[config.mk]
export PLATFORM = sky130hd
export DESIGN_NAME = button_conditioner
export DESIGN_NICKNAME = d
export VERILOG_FILES = /design/src/rtl/button_conditioner.sv
export SDC_FILE = /design/constraint.sdc
export NUM_CORES = 1
export LEC_CHECK = 0
export ABC_CLOCK_PERIOD_IN_PS = 5900
export CORE_UTILIZATION = 50
export CTS_CLUSTER_DIAMETER = 50
export DETAILED_ROUTE_END_ITERATION = 8
export PLACE_DENSITY = 0.66
export REMOVE_ABC_BUFFERS = 1
export SETUP_SLACK_MARGIN = 0.5
export SYNTH_ARGS = -nofsm -noshare
export SYNTH_HDL_FRONTEND = slang
export SYNTH_SLANG_ARGS = --single-unit
export TNS_END_PERCENT = 50
[constraint.sdc]
create_clock -name clk -period 5.9 [get_ports clk]
set_input_delay 1.18 -clock clk [delete_from_list [all_inputs] [get_ports clk]]
set_output_delay 1.18 -clock clk [all_outputs]
set_load 0.05 [all_outputs]
[src/rtl/button_conditioner.sv]
// Four-button front end: 2-flop synchronizer, per-button debounce, edge pulses
// and optional auto-repeat on the masked buttons.
module button_conditioner #(
    parameter int          DEBOUNCE_CYCLES     = 250000,
    parameter int          REPEAT_DELAY_CYCLES = 7500000,
    parameter int          REPEAT_RATE_CYCLES  = 2500000,
    parameter logic [3:0]  REPEAT_MASK         = 4'b0110
) (
    input  logic       clk,
    input  logic       rst,
    input  logic       btn_d,
    input  logic       btn_l,
    input  logic       btn_r,
    input  logic       btn_u,
    output logic [3:0] btn_level,
    output logic [3:0] btn_press,
    output logic [3:0] btn_release,
    output logic [3:0] btn_repeat
);

    // state  | meaning
    // IDLE   | button up, waiting for a press
    // DELAY  | held, counting down to the first auto-repeat
    // REPEAT | held, emitting pulses at the repeat rate
    typedef enum logic [1:0] {
        IDLE   = 2'd0,
        DELAY  = 2'd1,
        REPEAT = 2'd2
    } rep_state_t;

    localparam int DW   = $clog2(DEBOUNCE_CYCLES);
    localparam int RMAX = (REPEAT_DELAY_CYCLES > REPEAT_RATE_CYCLES) ?
                          REPEAT_DELAY_CYCLES : REPEAT_RATE_CYCLES;
    localparam int RW   = $clog2(RMAX);

    localparam logic [DW-1:0] DB_MAX    = DW'(DEBOUNCE_CYCLES - 1);
    localparam logic [RW-1:0] DELAY_MAX = RW'(REPEAT_DELAY_CYCLES - 1);
    localparam logic [RW-1:0] RATE_MAX  = RW'(REPEAT_RATE_CYCLES - 1);

    logic [3:0] raw;
    assign raw = {btn_u, btn_r, btn_l, btn_d};

    for (genvar i = 0; i < 4; i++) begin : g_btn
        logic          sync1;
        logic          sync2;
        logic          level_int;
        logic          level_q;
        logic          press_q;
        logic          release_q;
        logic [DW-1:0] db_cnt;

        // level_int is the debounced decision; level_q is its registered copy
        // so the level and its edge pulses leave the block on the same edge.
        always_ff @(posedge clk or posedge rst) begin
            if (rst) begin
                sync1     <= 1'b0;
                sync2     <= 1'b0;
                level_int <= 1'b0;
                level_q   <= 1'b0;
                press_q   <= 1'b0;
                release_q <= 1'b0;
                db_cnt    <= '0;
            end else begin
                sync1 <= raw[i];
                sync2 <= sync1;
                if (sync2 == level_int) begin
                    db_cnt <= '0;
                end else if (db_cnt == DB_MAX) begin
                    level_int <= sync2;
                    db_cnt    <= '0;
                end else begin
                    db_cnt <= db_cnt + 1'b1;
                end
                level_q   <= level_int;
                press_q   <= level_int & ~level_q;
                release_q <= ~level_int & level_q;
            end
        end

        assign btn_level[i]   = level_q;
        assign btn_press[i]   = press_q;
        assign btn_release[i] = release_q;

        if (REPEAT_MASK[i]) begin : g_rep
            rep_state_t    state;
            rep_state_t    state_nxt;
            logic [RW-1:0] cnt;
            logic [RW-1:0] cnt_nxt;
            logic          rep_nxt;
            logic          rep_q;

            always_ff @(posedge clk or posedge rst) begin
                if (rst) begin
                    state <= IDLE;
                    cnt   <= '0;
                    rep_q <= 1'b0;
                end else begin
                    state <= state_nxt;
                    cnt   <= cnt_nxt;
                    rep_q <= rep_nxt;
                end
            end

            // Decisions use level_int, i.e. the value btn_level takes on this
            // edge, so a coinciding release always wins over a repeat expiry.
            always_comb begin
                state_nxt = state;
                cnt_nxt   = cnt;
                rep_nxt   = 1'b0;
                case (state)
                    IDLE: begin
                        if (level_int && !level_q) begin
                            rep_nxt   = 1'b1;
                            cnt_nxt   = '0;
                            state_nxt = DELAY;
                        end
                    end
                    DELAY: begin
                        if (!level_int) begin
                            cnt_nxt   = '0;
                            state_nxt = IDLE;
                        end else if (cnt == DELAY_MAX) begin
                            rep_nxt   = 1'b1;
                            cnt_nxt   = '0;
                            state_nxt = REPEAT;
                        end else begin
                            cnt_nxt = cnt + 1'b1;
                        end
                    end
                    REPEAT: begin
                        if (!level_int) begin
                            cnt_nxt   = '0;
                            state_nxt = IDLE;
                        end else if (cnt == RATE_MAX) begin
                            rep_nxt = 1'b1;
                            cnt_nxt = '0;
                        end else begin
                            cnt_nxt = cnt + 1'b1;
                        end
                    end
                    default: begin
                        cnt_nxt   = '0;
                        state_nxt = IDLE;
                    end
                endcase
            end

            assign btn_repeat[i] = rep_q;
        end else begin : g_no_rep
            assign btn_repeat[i] = 1'b0;
        end
    end

endmodule

* Yosys cells after proc, flatten, opt, wreduce, memory -nomap -nowiden
Cells that the tools add are included.
** Cells by class
- Bitwise operators :: 20
- Equal/unequal tests :: 22
- Muxes and demuxes :: 42
- $add $sub $neg :: 6
- Reductions and logical operators :: 12
** Operators with widths (count)
- two-way mux 23 bit :: 10
- two-way mux 18 bit :: 8
- one-hot mux 23 bit (3 select lines) :: 2
- adder 18 x 1 -> 18 bit (second input constant) :: 4
- == test 18 bit (second input constant) :: 4
- adder 23 x 1 -> 23 bit (second input constant) :: 2
- == test 23 x 22 -> 1 bit (second input constant) :: 2
- == test 23 bit (second input constant) :: 2
- two-way mux 2 bit :: 8
- inverter 1 bit :: 12
- one-hot mux 2 bit (3 select lines) :: 2
- two-way mux 1 bit :: 10
- bitwise AND 1 bit :: 8
- != test 2 bit (second input constant) :: 4
- AND reduction 2 bit :: 4
- != test 3 bit (second input constant) :: 2
- one-hot mux 1 bit (3 select lines) :: 2
- AND reduction 3 bit :: 2
- == test 1 bit :: 4
- == test 2 x 1 -> 1 bit (second input constant) :: 2
- == test 2 bit (second input constant) :: 2
- zero test 2 bit :: 2
- logical AND 1 bit :: 2
- zero test 1 bit :: 2
** Word-level totals
- Output and inout bits :: 16
- Word-level logic and storage cells :: 136
- Flip-flop bits (word level) :: 148
- Input port bits :: 6

* Longest topological paths before layout
- Depth after elaboration :: 4
- Depth in mapped cells :: 7
- Gate-level depth less buffers :: 6

* Worst setup path after synthesis
OpenSTA, ideal clock, no wires.
- Path type :: flip-flop to flip-flop
- Start :: reg g_btn[2].g_rep.cnt[5]
- End :: reg g_btn[2].g_rep.cnt[6]
- Period minus slack after synthesis :: 2.044 ns
- Required time :: 5.781 ns
- Library setup time :: 0.119 ns
- Path buffers :: 1
- Data arrival time :: 1.925 ns
- Path slack :: 3.856 ns
- Stages on the path, launching flop included :: 7
- Path through :: dfrtp_1 > or4_4 > nor4_4 > a21oi_2 > nor3_4 > buf_6 > nor2_1
** On the way
- Longest elaborated chain between the ends :: 4
- Elaborated cells on any way between the ends :: 8
- Those cells by class :: 1 x add/sub; 2 x eq/ne; 5 x mux
** RTL lines
- start: declaration :: RTL line 87 : logic [RW-1:0] cnt;
- start signal: assignment :: RTL line 99 : cnt <= cnt_nxt;
- adder 23 x 1 -> 23 bit (tied with other cells) :: RTL line 127, 138
- two-way mux 23 bit (on tied branches) :: RTL line 134, 122
- two-way mux 23 bit (on tied branches) :: RTL line 131, 119
- one-hot mux 23 bit (3 select lines) * :: RTL line 110 : case (state)
Every way passes the cells marked *; elsewhere a longest branch is shown, timed or not.
A chain may end at the register's enable or synchronous reset.

* Worst setup path after layout
- Start :: reg g_btn[1].level_q
- End :: out btn_level[1]
** RTL lines
- start: declaration :: RTL line 47 : logic level_q;
- start signal: assignment :: RTL line 74 : level_q <= level_int;
- end: declaration :: RTL line 15 : output logic [3:0] btn_level,
No word-level cell between the ends.

==> run_results.csv <==
group,metric,value,unit
setup_path,critPathTopFamily,"buffers and inverters",
yosys,synth_edf_count,0,
cts,cts_root_buf,"clkbuf_16",
flow_run,drv_cap,0,
cells_and_area,drive_above_1_share,0.0706,
power,max-vdd-ir-drop,0.000305,V
outcome,status,"complete, no violations",
floorplan,start_util,0.512,
setup_path,timing.rr.start,"g_btn[2].g_rep.cnt[5]",
setup_path,critPathArrivalTime,1640,ps
cts,post_cts_buffers,0,
floorplan,die_w,124,µm
cts,cts_repair_resize_count,0,
grt,grt_pass1_vias,5128,
setup_path,crit_slowest_cell,"clkdlybuf4s50_1",
timing,skew,8.98,ps
timing,rsz0062_at_grt,"no",
place,dpl.hpwl,9160,µm
place,post_dp_cell_area,7650,µm²
cells_and_area,num_antenna_cells,0,
yosys,ys_seq_elements,148,
floorplan,die_h,124,µm
cells_and_area,final_nets,786,
cts,holdBufCountCts,0,
floorplan,die_area,15300,µm²
worst_hold_path,hold_depth,0,
yosys,syn_area,7410,µm²
yosys,ys.flop_type,"dfrtp_1",
setup_path,cp.depth,1,
grt,grtUsageTotal,0.197,
yosys,ys_warn_count,0,
setup_path,critPathLaunchType,"register",
route,drc,0,
cts,clk_latency,430,ps
worst_hold_path,min_from,"g_btn[1].sync1",
cts,numCtsBuffers,17,
timing,finalSetupTns,0,ps
setup_path,required,4720,ps
cts,htreeDepth,4,
timing,setup_viol,0,
cells_and_area,final_cell_mix,"dfrtp_1 (148), nor2_1 (140), nand2_1 (55), xor2_1 (55), xnor2_1 (49)",
grt,grt_max_degree,107,
yosys,synth.distinct_cells,60,
setup_path,path_max_fanout,3,
timing,fin_crit_sh,0.479,
cts,clock_sinks,148,
floorplan,core,14500,µm²
setup_path,path_cells,"clkdlybuf4s50_1",
setup_path,path_buf_inv,1,
route,antenna_left,0,
yosys,ys_seq_area_frac,0.499,
cells_and_area,area_growth,11.7,%
grt,overflow,0,
place,place.gp.congestion,0.862,
yosys,synth_async_sr_flop_share,1.00,
route,routed_wl,13700,µm
cts,clk_pin_slew_worst_paths,60,ps
route,wl_per_cell,14.2,µm
timing,fmax,354,MHz
grt,grt_pass1_wl,23500,µm
yosys,avgSynthCellArea,9.74,µm²
floorplan,pin_count,22,
timing,relSlewSlack,0.267,
timing,finalCriticalPeriod,2820,ps
setup_path,critPathCaptureType,"output port",
timing,finalHoldViolCount,0,
place,io_buffers,19,
route,via_per_inst,5.41,
timing,drv_slew,0,
setup_path,crit_type,"register to output port",
cells_and_area,fin_area,8280,µm²
floorplan,num_rows,44,
worst_hold_path,min-delay-path-class,"register to register",
route,vias,5207,
cells_and_area,final_common_cell,"dfrtp_1",
cts,tritoncts,"built",
setup_path,crit_start,"g_btn[1].level_q",
setup_path,r2r_cells,5,
yosys,synth_cells,761,
route,drtIter0Drc,305,
grt,antenna_found_initial,0,
timing,tightest_slew,1090,ps
power,power_density,269,nW/µm²
cts,cts_buffer_depth,2,
setup_path,cp_slowest_stage_delay,820,ps
power,leakagePower,0.00354,µW
route,first_pass_iters,4,
-- logic make-up after synthesis --
family / Yosys count / share of synthesized area
simple gates: 392 / 0.269
fa+ha+maj: 14 / 0.0236
buf+inv: 59 / 0.0402
xor+xnor: 104 / 0.123
other cells: 1 / 0.000506
flops: 148 / 0.499
compound gates: 39 / 0.0378
mux: 4 / 0.00607
-- state kept, by name, indices dropped and copies added (netlist names) --
signal and cells:
g_btn.db_cnt 72, g_btn.g_rep.cnt 46, g_btn.level_int 4, g_btn.level_q 4
g_btn.press_q 4, g_btn.release_q 4, g_btn.sync1 4, g_btn.sync2 4
g_btn.g_rep.state 4, g_btn.g_rep.rep_q 2
-- per-stage QoR --
step	hold slack (ps)	utilization	instances	total power, µW	setup slack, ps
6_report	351	0.572	963	2230	3080
5_1_grt	366	0.572	963	2300	3030
4_1_cts	351	0.572	963	2250	3060
3_5_place_dp	337	0.529	931	1100	2900
3_3_place_gp	335	0.529	931	1100	2950
2_1_floorplan	331	-	726	1080	740
-- Yosys cell counts, types with 3 or more instances --
cell | number | area share
inv_1 | 23 | 0.012
and2_1 | 9 | 0.0076
xnor2_1 | 49 | 0.058
nor4bb_1 | 5 | 0.0068
buf_4 | 16 | 0.016
buf_2 | 7 | 0.0047
ha_1 | 14 | 0.024
nor2b_1 | 7 | 0.0059
a21o_1 | 3 | 0.0030
o21ai_0 | 5 | 0.0034
and4_1 | 13 | 0.015
mux2_2 | 4 | 0.0061
nand3_1 | 48 | 0.032
nand2b_1 | 11 | 0.0093
nand2_1 | 55 | 0.028
nand4_1 | 27 | 0.023
nand4b_1 | 3 | 0.0035
and3_1 | 13 | 0.011
dfrtp_1 | 148 | 0.50
nor2_1 | 140 | 0.071
nor4b_1 | 3 | 0.0035
nor4_1 | 10 | 0.0084
a21oi_1 | 8 | 0.0054
clkbuf_1 | 10 | 0.0051
a22o_1 | 3 | 0.0035
xor2_1 | 55 | 0.065
or2_2 | 6 | 0.0051
nor3_1 | 26 | 0.018
-- per-layer routing --
layer | vias to the layer above | wire length [µm] | GRT usage
li1 | 2582 | - | -
met1 | 2547 | 6600 | 0.252
met2 | 62 | 6490 | 0.318
met3 | 16 | 467 | 0.0499
met4 | 0 | 142 | 0.0813
met5 | - | 0 | 0
-- worst reg2reg max path, stage by stage, from the launching register on --
cell and delay, ps:
dfrtp_1 440, or4_4 570, nor4_4 330, a21oi_2 190, nor3_4 620, nor2_1 130
-- power by group --
group	switching [µW]	internal [µW]
Clock	438	711
Sequential	8.20	1020
Combinational	35.2	11.2
-- area by class of cell --
cell class              instances  area (µm²)
repair buffers                 21         205
multi-input cells             555        3420
inverters                      23        91.3
fillers                      1228        6190
flip-flops and latches        148        3700
well taps                     184         230
clock inverters                14         203
clock buffers                  18         429
-- worst paths after layout --
| check | to | slack (ps) |
|---|---|---|
| setup / recovery | btn_level[1] | 3080 |
| hold / removal | g_btn[1].sync2 | 350 |
| setup reg to reg | g_btn[2].g_rep.cnt[8] | 3470 |
| hold reg to reg | g_btn[1].sync2 | 350 |
| max in group asynchronous | g_btn[2].db_cnt[13] | 3460 |
| min in group asynchronous | g_btn[2].g_rep.cnt[22] | 1350 |
Power figures use the tool's default switching activity.
